File: src/rtl/csr_access_ctrl.sv
// csr_access_ctrl: two-port round-robin read-modify-write sequencer for a small CSR file
// Ports: clk, rst (async, active-low); per port p in {0,1}: reqp, opp (00 rd/01 wr/10 set/11 clr),
//   addrp, wdatap in; gntp, donep one-cycle pulses out; rdata/err valid with done; busy; csr_out flat.
module csr_access_ctrl #(
  parameter int NUM_CSR = 4,
  parameter int WIDTH = 4,
  parameter int ADDR_W = 2,
  parameter logic [WIDTH-1:0] RESET_VAL = 'hF,
  parameter logic [NUM_CSR-1:0] RO_MASK = 'b0001
) (
  input  logic                     clk,
  input  logic                     rst,
  input  logic                     req0,
  input  logic [1:0]               op0,
  input  logic [ADDR_W-1:0]        addr0,
  input  logic [WIDTH-1:0]         wdata0,
  output logic                     gnt0,
  output logic                     done0,
  input  logic                     req1,
  input  logic [1:0]               op1,
  input  logic [ADDR_W-1:0]        addr1,
  input  logic [WIDTH-1:0]         wdata1,
  output logic                     gnt1,
  output logic                     done1,
  output logic [WIDTH-1:0]         rdata,
  output logic                     err,
  output logic                     busy,
  output logic [NUM_CSR*WIDTH-1:0] csr_out
);
  typedef enum logic [1:0] {IDLE, READ, WRITE, RESP} state_t;
  state_t state_q;
  logic ptr_q, port_q, flag_q, pick1, in_rng;
  logic [1:0] op_q;
  logic [ADDR_W-1:0] addr_q;
  logic [WIDTH-1:0] wdata_q, old_q, new_d;
  logic [WIDTH-1:0] csr_q [NUM_CSR];
  // port 1 wins when it is the only requester or the pointer names it
  always_comb begin
    pick1 = req1 & (~req0 | ptr_q);
    in_rng = 32'(addr_q) < NUM_CSR;
    new_d = op_q == 2'b01 ? wdata_q : op_q == 2'b10 ? old_q | wdata_q : old_q & ~wdata_q;
  end
  assign busy = state_q != IDLE;
  for (genvar i = 0; i < NUM_CSR; i++) begin : g_out
    assign csr_out[i*WIDTH +: WIDTH] = csr_q[i];
  end
  always_ff @(posedge clk or negedge rst) begin
    if (!rst) begin
      state_q <= IDLE;
      ptr_q <= 1'b0;
      port_q <= 1'b0;
      flag_q <= 1'b0;
      op_q <= '0;
      addr_q <= '0;
      wdata_q <= '0;
      old_q <= '0;
      gnt0 <= 1'b0;
      gnt1 <= 1'b0;
      done0 <= 1'b0;
      done1 <= 1'b0;
      rdata <= '0;
      err <= 1'b0;
      for (int i = 0; i < NUM_CSR; i++) csr_q[i] <= RESET_VAL;
    end else begin
      gnt0 <= 1'b0;
      gnt1 <= 1'b0;
      done0 <= 1'b0;
      done1 <= 1'b0;
      rdata <= '0;
      err <= 1'b0;
      case (state_q)
        IDLE: if (req0 | req1) begin
          state_q <= READ;
          port_q <= pick1;
          ptr_q <= ~pick1;
          gnt0 <= ~pick1;
          gnt1 <= pick1;
          op_q <= pick1 ? op1 : op0;
          addr_q <= pick1 ? addr1 : addr0;
          wdata_q <= pick1 ? wdata1 : wdata0;
        end
        READ: begin
          old_q <= in_rng ? csr_q[addr_q] : '0;
          // out-of-range always errors; read-only only errors on a modifying op
          flag_q <= ~in_rng | (RO_MASK[addr_q] & |op_q);
          state_q <= WRITE;
        end
        WRITE: begin
          if (|op_q && !flag_q) csr_q[addr_q] <= new_d;
          state_q <= RESP;
        end
        default: begin
          done0 <= ~port_q;
          done1 <= port_q;
          rdata <= old_q;
          err <= flag_q;
          state_q <= IDLE;
        end
      endcase
    end
  end
endmodule

File: config.mk
export PLATFORM = sky130hd
export DESIGN_NAME = csr_access_ctrl
export DESIGN_NICKNAME = d
export VERILOG_FILES = /design/src/rtl/csr_access_ctrl.sv
export SDC_FILE = /design/constraint.sdc
export NUM_CORES = 1
export LEC_CHECK = 0
export ABC_AREA = 1
export CORE_MARGIN = 3
export CORE_UTILIZATION = 45
export CTS_CLUSTER_SIZE = 25
export DETAILED_ROUTE_END_ITERATION = 12
export MAX_ROUTING_LAYER = met4
export PLACE_DENSITY = 0.75
export SLEW_MARGIN = 20
export SYNTH_ARGS = -nofsm -noshare
export SYNTH_HDL_FRONTEND = slang
export SYNTH_SLANG_ARGS = --single-unit
File: constraint.sdc
create_clock -name clk -period 1.1 [get_ports clk]
set_input_delay 0.22 -clock clk [delete_from_list [all_inputs] [get_ports clk]]
set_output_delay 0.22 -clock clk [all_outputs]
set_load 0.03 [all_outputs]
==> impl_metrics.toml, run 1 <==
[floorplan]
fp.dieW_microns = 74.8
row_count = 24
initial_core_util = 0.476
dieArea_sq_um = 5600
core_sq_um = 4470
die_h_microns = 74.8
io_pins = 46

[synth]
synth-xor-area-share = 0
synth_top_family_by_area = "simple AND/OR/NAND/NOR gates"
ys_ff_latch = 42
ys_types = 18
synth_area_per_cell_sq_um = 7.92
synth.cell_area_sq_um = 2130
synth-seq-area-share = 0.503
synth_compound_area_frac = 0.0135
yosys.area_share.simple = 0.383
yosysWarnings = 0
muxShareOfSynthArea = 0
synth_nets = 293
synthCells = 269
yosysTopAreaCellShare = 0.305
yosysTopAreaCell = "dfrtp_1"
ys_top_cells_by_area = "dfrtp_1 (31%), nand2_1 (26%), dfstp_2 (20%), inv_1 (4.8%), nand3b_1 (4.6%)"
synthAdderAreaFrac = 0.0235

[worst_setup_path]
regToRegSetupSlack_ns = -0.31
rr_startpoint = "state_q[1]"
cp_data_required_time_ns = 1.34
critical_path_class = "flop to flop"
r2r_end = "csr_out[1]"
critPathCaptureType = "flop"
crit_path_start = "state_q[1]"
worst_setup_path_start_kind = "flop"
path_max_fanout = 5
rr_worst_depth = 9
endpoint = "csr_out[1]"
arrival_ns = 1.65

[power_and_ir_drop]
p_int_mw = 5.25
p_comb_frac = 0.585
seq_power_share = 0.304
p_leak_nw = 1.72
pwr-share-clk = 0.111
ir_drop_uv = 1040
p_per_area_nw_per_um2 = 2890
p_switching_mw = 4.03
switching_share = 0.434

[route]
totalWireLength_microns = 5070
drc_errors = 0
first_iter_violations = 65
final_antenna_net_count = 0
wire_per_inst_microns = 12.4
drt_first_pass_iters = 4
vias = 1988
vias_per_cell = 4.87

[layout]
final_cells = 408
utilization = 0.719
drive_gt1_frac = 0.399
syn2layout_area_growth_pct = 50.9
diodes = 0
fill_cells = 344
fin_nets = 379
final_cell_area_sq_um = 3220

[grt]
grt.busiest_layer = "met2"
grt.met3_usage = 0.0467
met1_usage = 0.226
grt-ovfl-total = 0
grt_pass1_vias = 1865
grt_use_met2 = 0.322
grt_max_degree = 43
antenna_found_initial = 0
track_usage = 0.192
grt_pass1_wl_microns = 8000

[timing]
setup_slack_ns = -0.311
fin_crit_sh = 1.28
final_hold_viol_count = 0
fin_crit_ns = 1.41
fin_worst_skew_ns = 0.00557
relSlewSlack = 0.777
setup_viol = 44
drv_slew = 0
max_freq_mhz = 709
worstMarginPinSlew_ns = 0.334
rsz0062_at_grt = "true"

[clock_tree]
clkSlewWorstSetupHoldPaths_ns = 0.08
cts_tree = "yes"
cts_max_path_buffers = 2
cts_buffers = 5
worstSkewPairLatency_ns = 0.29
cts.htree.levels = 2
root_buffer = "clkbuf_8"
clkSinkCount = 42

[place]
place_inst = 376
dpl.hpwl_microns = 3300
numPortBuffers = 45
dpl_cell_area_sq_um = 2680
dpl_worst_slack_ns = -0.281
place_congestion = 0.844

[flow_run]
cap_violations = 0

[min_path]
min_path_type = "input port to async pin"

[outcome]
violations = "setup timing"
outcome = "finished, violations left"
==> metrics by stage <==
| stage | TNS [ns] | hold WS (ns) | total power [mW] |
|---|---|---|---|
| 3_3_place_gp | -5.81 | 0.204 | 6.79 |
| 3_5_place_dp | -6.68 | 0.205 | 6.88 |
| 6_report | -8.17 | 0.427 | 9.28 |
| 5_1_grt | -10.64 | 0.449 | 9.94 |
| 2_1_floorplan | -3.10 | -0.0756 | 5.47 |
| 4_1_cts | -6.27 | 0.436 | 8.69 |
==> cells in the final DEF (no fill, tap or decap) <==
cell type,Yosys,layout
dfrtp_2,0,1
o21ai_2,0,1
nand3b_4,2,2
nand3_2,1,9
clkdlybuf4s50_1,0,18
ha_4,0,4
buf_6,3,29
nand3_1,10,1
nor2_1,4,4
inv_4,0,5
buf_12,0,1
nand2_1,145,129
dlygate4sd3_1,0,1
inv_2,4,5
buf_2,0,1
nor2_4,3,3
clkinv_2,0,1
dfstp_2,16,16
nand2_4,0,1
nand3_4,0,1
a21oi_4,0,1
dfrtp_1,26,25
nand3b_1,13,13
clkinvlp_4,0,1
o21ai_1,0,2
nand2_2,4,19
inv_1,27,21
clkbuf_8,0,6
a21oi_2,1,1
buf_4,2,34
==> metal layers <==
metal  vias up  part of all wire  wire [microns]
met5         -                 0               0
met4         0             0.013              68
met3         8             0.046             234
met2        60              0.52            2630
met1       936              0.42            2140
li1        984                 -               -
==> worst max-delay path: stages (launching register included) <==
cell,delay (ns)
dfrtp_1,0.40
buf_6,0.13
ha_4,0.12
inv_2,0.04
nor2_4,0.18
buf_4,0.15
nand3_4,0.10
inv_4,0.09
nand2_1,0.07
nand2_1,0.07
==> cell usage after synthesis (all sizes together) <==
library cell,count
a21oi,2
buf,5
dfrtp,26
dfstp,16
ha,4
inv,31
nand2,149
nand3,11
nand3b,15
nor2,7
o21ai,3
==> how the worst min path moves through the flow <==
stage | start | end | slack, ns | depth (start not counted)
after floorplan | rst | addr_q[0] | -0.08 | 0
after global placement | rst | done1 | 0.20 | 2
after detailed placement | rst | rdata[1] | 0.21 | 2
after CTS | rst | rdata[1] | 0.44 | 3
after global routing | rst | state_q[1] | 0.45 | 3
final | rst | rdata[1] | 0.43 | 3
==> state kept, by name, indices dropped and copies added (netlist names) <==
| signal | count |
|---|---|
| done1 | 1 |
| ptr_q | 1 |
| port_q | 1 |
| addr_q | 2 |
| err | 1 |
| op_q | 2 |
| rdata | 4 |
| gnt1 | 1 |
| csr_out | 16 |
| old_q | 4 |
| gnt0 | 1 |
| wdata_q | 4 |
| flag_q | 1 |
| done0 | 1 |
| state_q | 2 |
==> kinds of logic (layout without fill, tap and decap cells) <==
group / count (synthesis) / in the layout
AO/OA/AOI/OAI: 5 / 5
AND/OR/NAND/NOR: 182 / 182
buffers and inverters: 36 / 123
adder cells (fa/ha/maj): 4 / 4
flip-flops: 42 / 42
==> layout make-up <==
| type | instances | area (sq um) | share of cell area |
|---|---|---|---|
| sequential | 42 | 1070 | 0.333 |
| multi-input combinational | 191 | 1060 | 0.329 |
| timing repair buffer | 84 | 797 | 0.248 |
| inverter | 31 | 129 | 0.0401 |
| clock buffer | 6 | 82.6 | 0.0257 |
| tap | 52 | 65.1 | 0.0202 |
| clock inverter | 2 | 12.5 | 0.00389 |
==> timing repair <==
action	in CTS	in global routing
hold buffers	1	0
cloned	0	0
hold endpoints to repair	26	0
resized for setup	36	37
pin swaps	14	21
setup endpoints to repair	51	58
buffers inserted	19	8
==> power by group through the flow <==
stage	clock [mW]	combinational [mW]	sequential (mW)
after detailed placement	0	4.02	2.85
after floorplan	0	2.09	3.38
final	1.03	5.43	2.82
after global placement	0	3.95	2.83
after CTS	1.03	4.90	2.76
after global routing	1.10	5.94	2.89
Power figures use the tool's default switching activity.
==> run 2, diff against run 1 <==
--- a/config.mk
+++ b/config.mk
@@ -10,8 +10,10 @@
 export CORE_UTILIZATION = 45
 export CTS_CLUSTER_SIZE = 25
 export DETAILED_ROUTE_END_ITERATION = 12
+export GPL_ROUTABILITY_DRIVEN = 0
 export MAX_ROUTING_LAYER = met4
 export PLACE_DENSITY = 0.75
+export SKIP_CTS_REPAIR_TIMING = 1
 export SLEW_MARGIN = 20
 export SYNTH_ARGS = -nofsm -noshare
 export SYNTH_HDL_FRONTEND = slang
==> impl_metrics.toml, run 2 (synthesis gave the netlist of run 1 again) <==
[outcome]
outcome = "finished, violations left"
violations = "setup timing"

[timing]
setup_slack_ns = -0.279
drv_slew = 0
setup_viol = 44
rsz0062_at_grt = "true"
relSlewSlack = 0.781
fin_tns_setup_ns = -7.01
fin_crit_ns = 1.38
fin_worst_skew_ns = 0.00441
holdWs_ns = 0.425
worstMarginPinSlew_ns = 0.328
final_hold_viol_count = 0
max_freq_mhz = 725
fin_crit_sh = 1.25

[layout]
fin_nets = 370
final_common_cell = "nand2_1"
syn2layout_area_growth_pct = 44.5
drive_gt1_frac = 0.349
diodes = 0
fill_cells = 373
most-common-layout-cells = "nand2_1 (137), buf_4 (34), dfrtp_1 (25)"
final_cell_area_sq_um = 3080
largest_reg_flops = 16

[place]
dpl_cell_area_sq_um = 2680
numPortBuffers = 45
dpl.hpwl_microns = 3300

[floorplan]
fp.dieW_microns = 74.8
core_sq_um = 4470
io_pins = 46
row_count = 24
die_h_microns = 74.8
dieArea_sq_um = 5600
initial_core_util = 0.476

[clock_tree]
cts.htree.levels = 2
clkSinkCount = 42
worstSkewPairLatency_ns = 0.29
clkSlewWorstSetupHoldPaths_ns = 0.08
cts_buffers = 5
cts_tree = "yes"
root_buffer = "clkbuf_8"
cts_max_path_buffers = 2

[route]
vias = 1891
first_iter_violations = 69
totalWireLength_microns = 4710
wire_per_inst_microns = 11.8
final_antenna_net_count = 0
drc_errors = 0
drt_first_pass_iters = 4
vias_per_cell = 4.74

[grt]
grt_max_degree = 43
grt_pass1_vias = 1647
grt-ovfl-total = 0
track_usage = 0.174
grt_pass1_wl_microns = 7220
antenna_found_initial = 0

[worst_setup_path]
path_max_fanout = 3
cp_data_required_time_ns = 0.88
regToRegSetupSlack_ns = -0.23
arrival_ns = 1.16
worst_setup_path_start_kind = "flop"
critical_path_class = "flop to output pin"
critPathCaptureType = "output pin"

[power_and_ir_drop]
ir_drop_uv = 990
p_total_mw = 8.77
p_per_area_nw_per_um2 = 2850
p_leak_nw = 1.68

[flow_run]
cap_violations = 0

[min_path]
min_path_type = "input port to async pin"
run 2: changes by cell type in the layout (fill, tap and decap cells not counted), moves of 2 or more:
cell     before  now
nand3_2       9    7
nand2_1     129  137
nand3_1       1    3
buf_6        29   19
nand2_2      19   10
run 2: stage by stage:
step | utilization | worst slack, ns | cells
after floorplan | - | -0.131 | 269
after global placement | 0.600 | -0.246 | 376
after detailed placement | 0.600 | -0.281 | 376
after CTS | 0.621 | -0.375 | 384
after global routing | 0.688 | -0.354 | 399
final | 0.688 | -0.279 | 399
run 2: final timing paths:
path,from,end,cells after the start
max reg2reg,state_q[0],csr_out[14],9
min in group clk,csr_out[5],csr_out[5],2
min reg2reg,csr_out[5],csr_out[5],2
max,state_q[1],busy,4
max in group asynchronous,rst,csr_out[15],3
min,rst,rdata[1],3
run 2: final cells by class:
cell class	count	area (sq um)	area share
repair buffers	75	704	0.229
inverters	31	126	0.0410
clock inverters	2	12.5	0.00406
flip-flops and latches	42	1070	0.348
well taps	52	65.1	0.0211
multi-input cells	191	1020	0.330
clock buffers	6	82.6	0.0268
run 2: routing by layer:
layer	global-route usage	part of all wire	up-vias
li1	-	-	963
met1	0.219	0.44	865
met2	0.279	0.50	58
met3	0.0441	0.051	5
met4	0.0514	0.010	0
met5	-	0	-
run 2: power breakdown:
| part | total [mW] | switching [mW] | internal (mW) |
|---|---|---|---|
| Sequential | 2.84 | 0.500 | 2.34 |
| Combinational | 4.91 | 2.80 | 2.11 |
| Clock | 1.02 | 0.514 | 0.504 |
run 2: critical path, cell delays in order, from the launching register on:
cell	delay [ns]
dfrtp_1	0.43
inv_2	0.07
ha_4	0.17
inv_4	0.07
buf_6	0.13
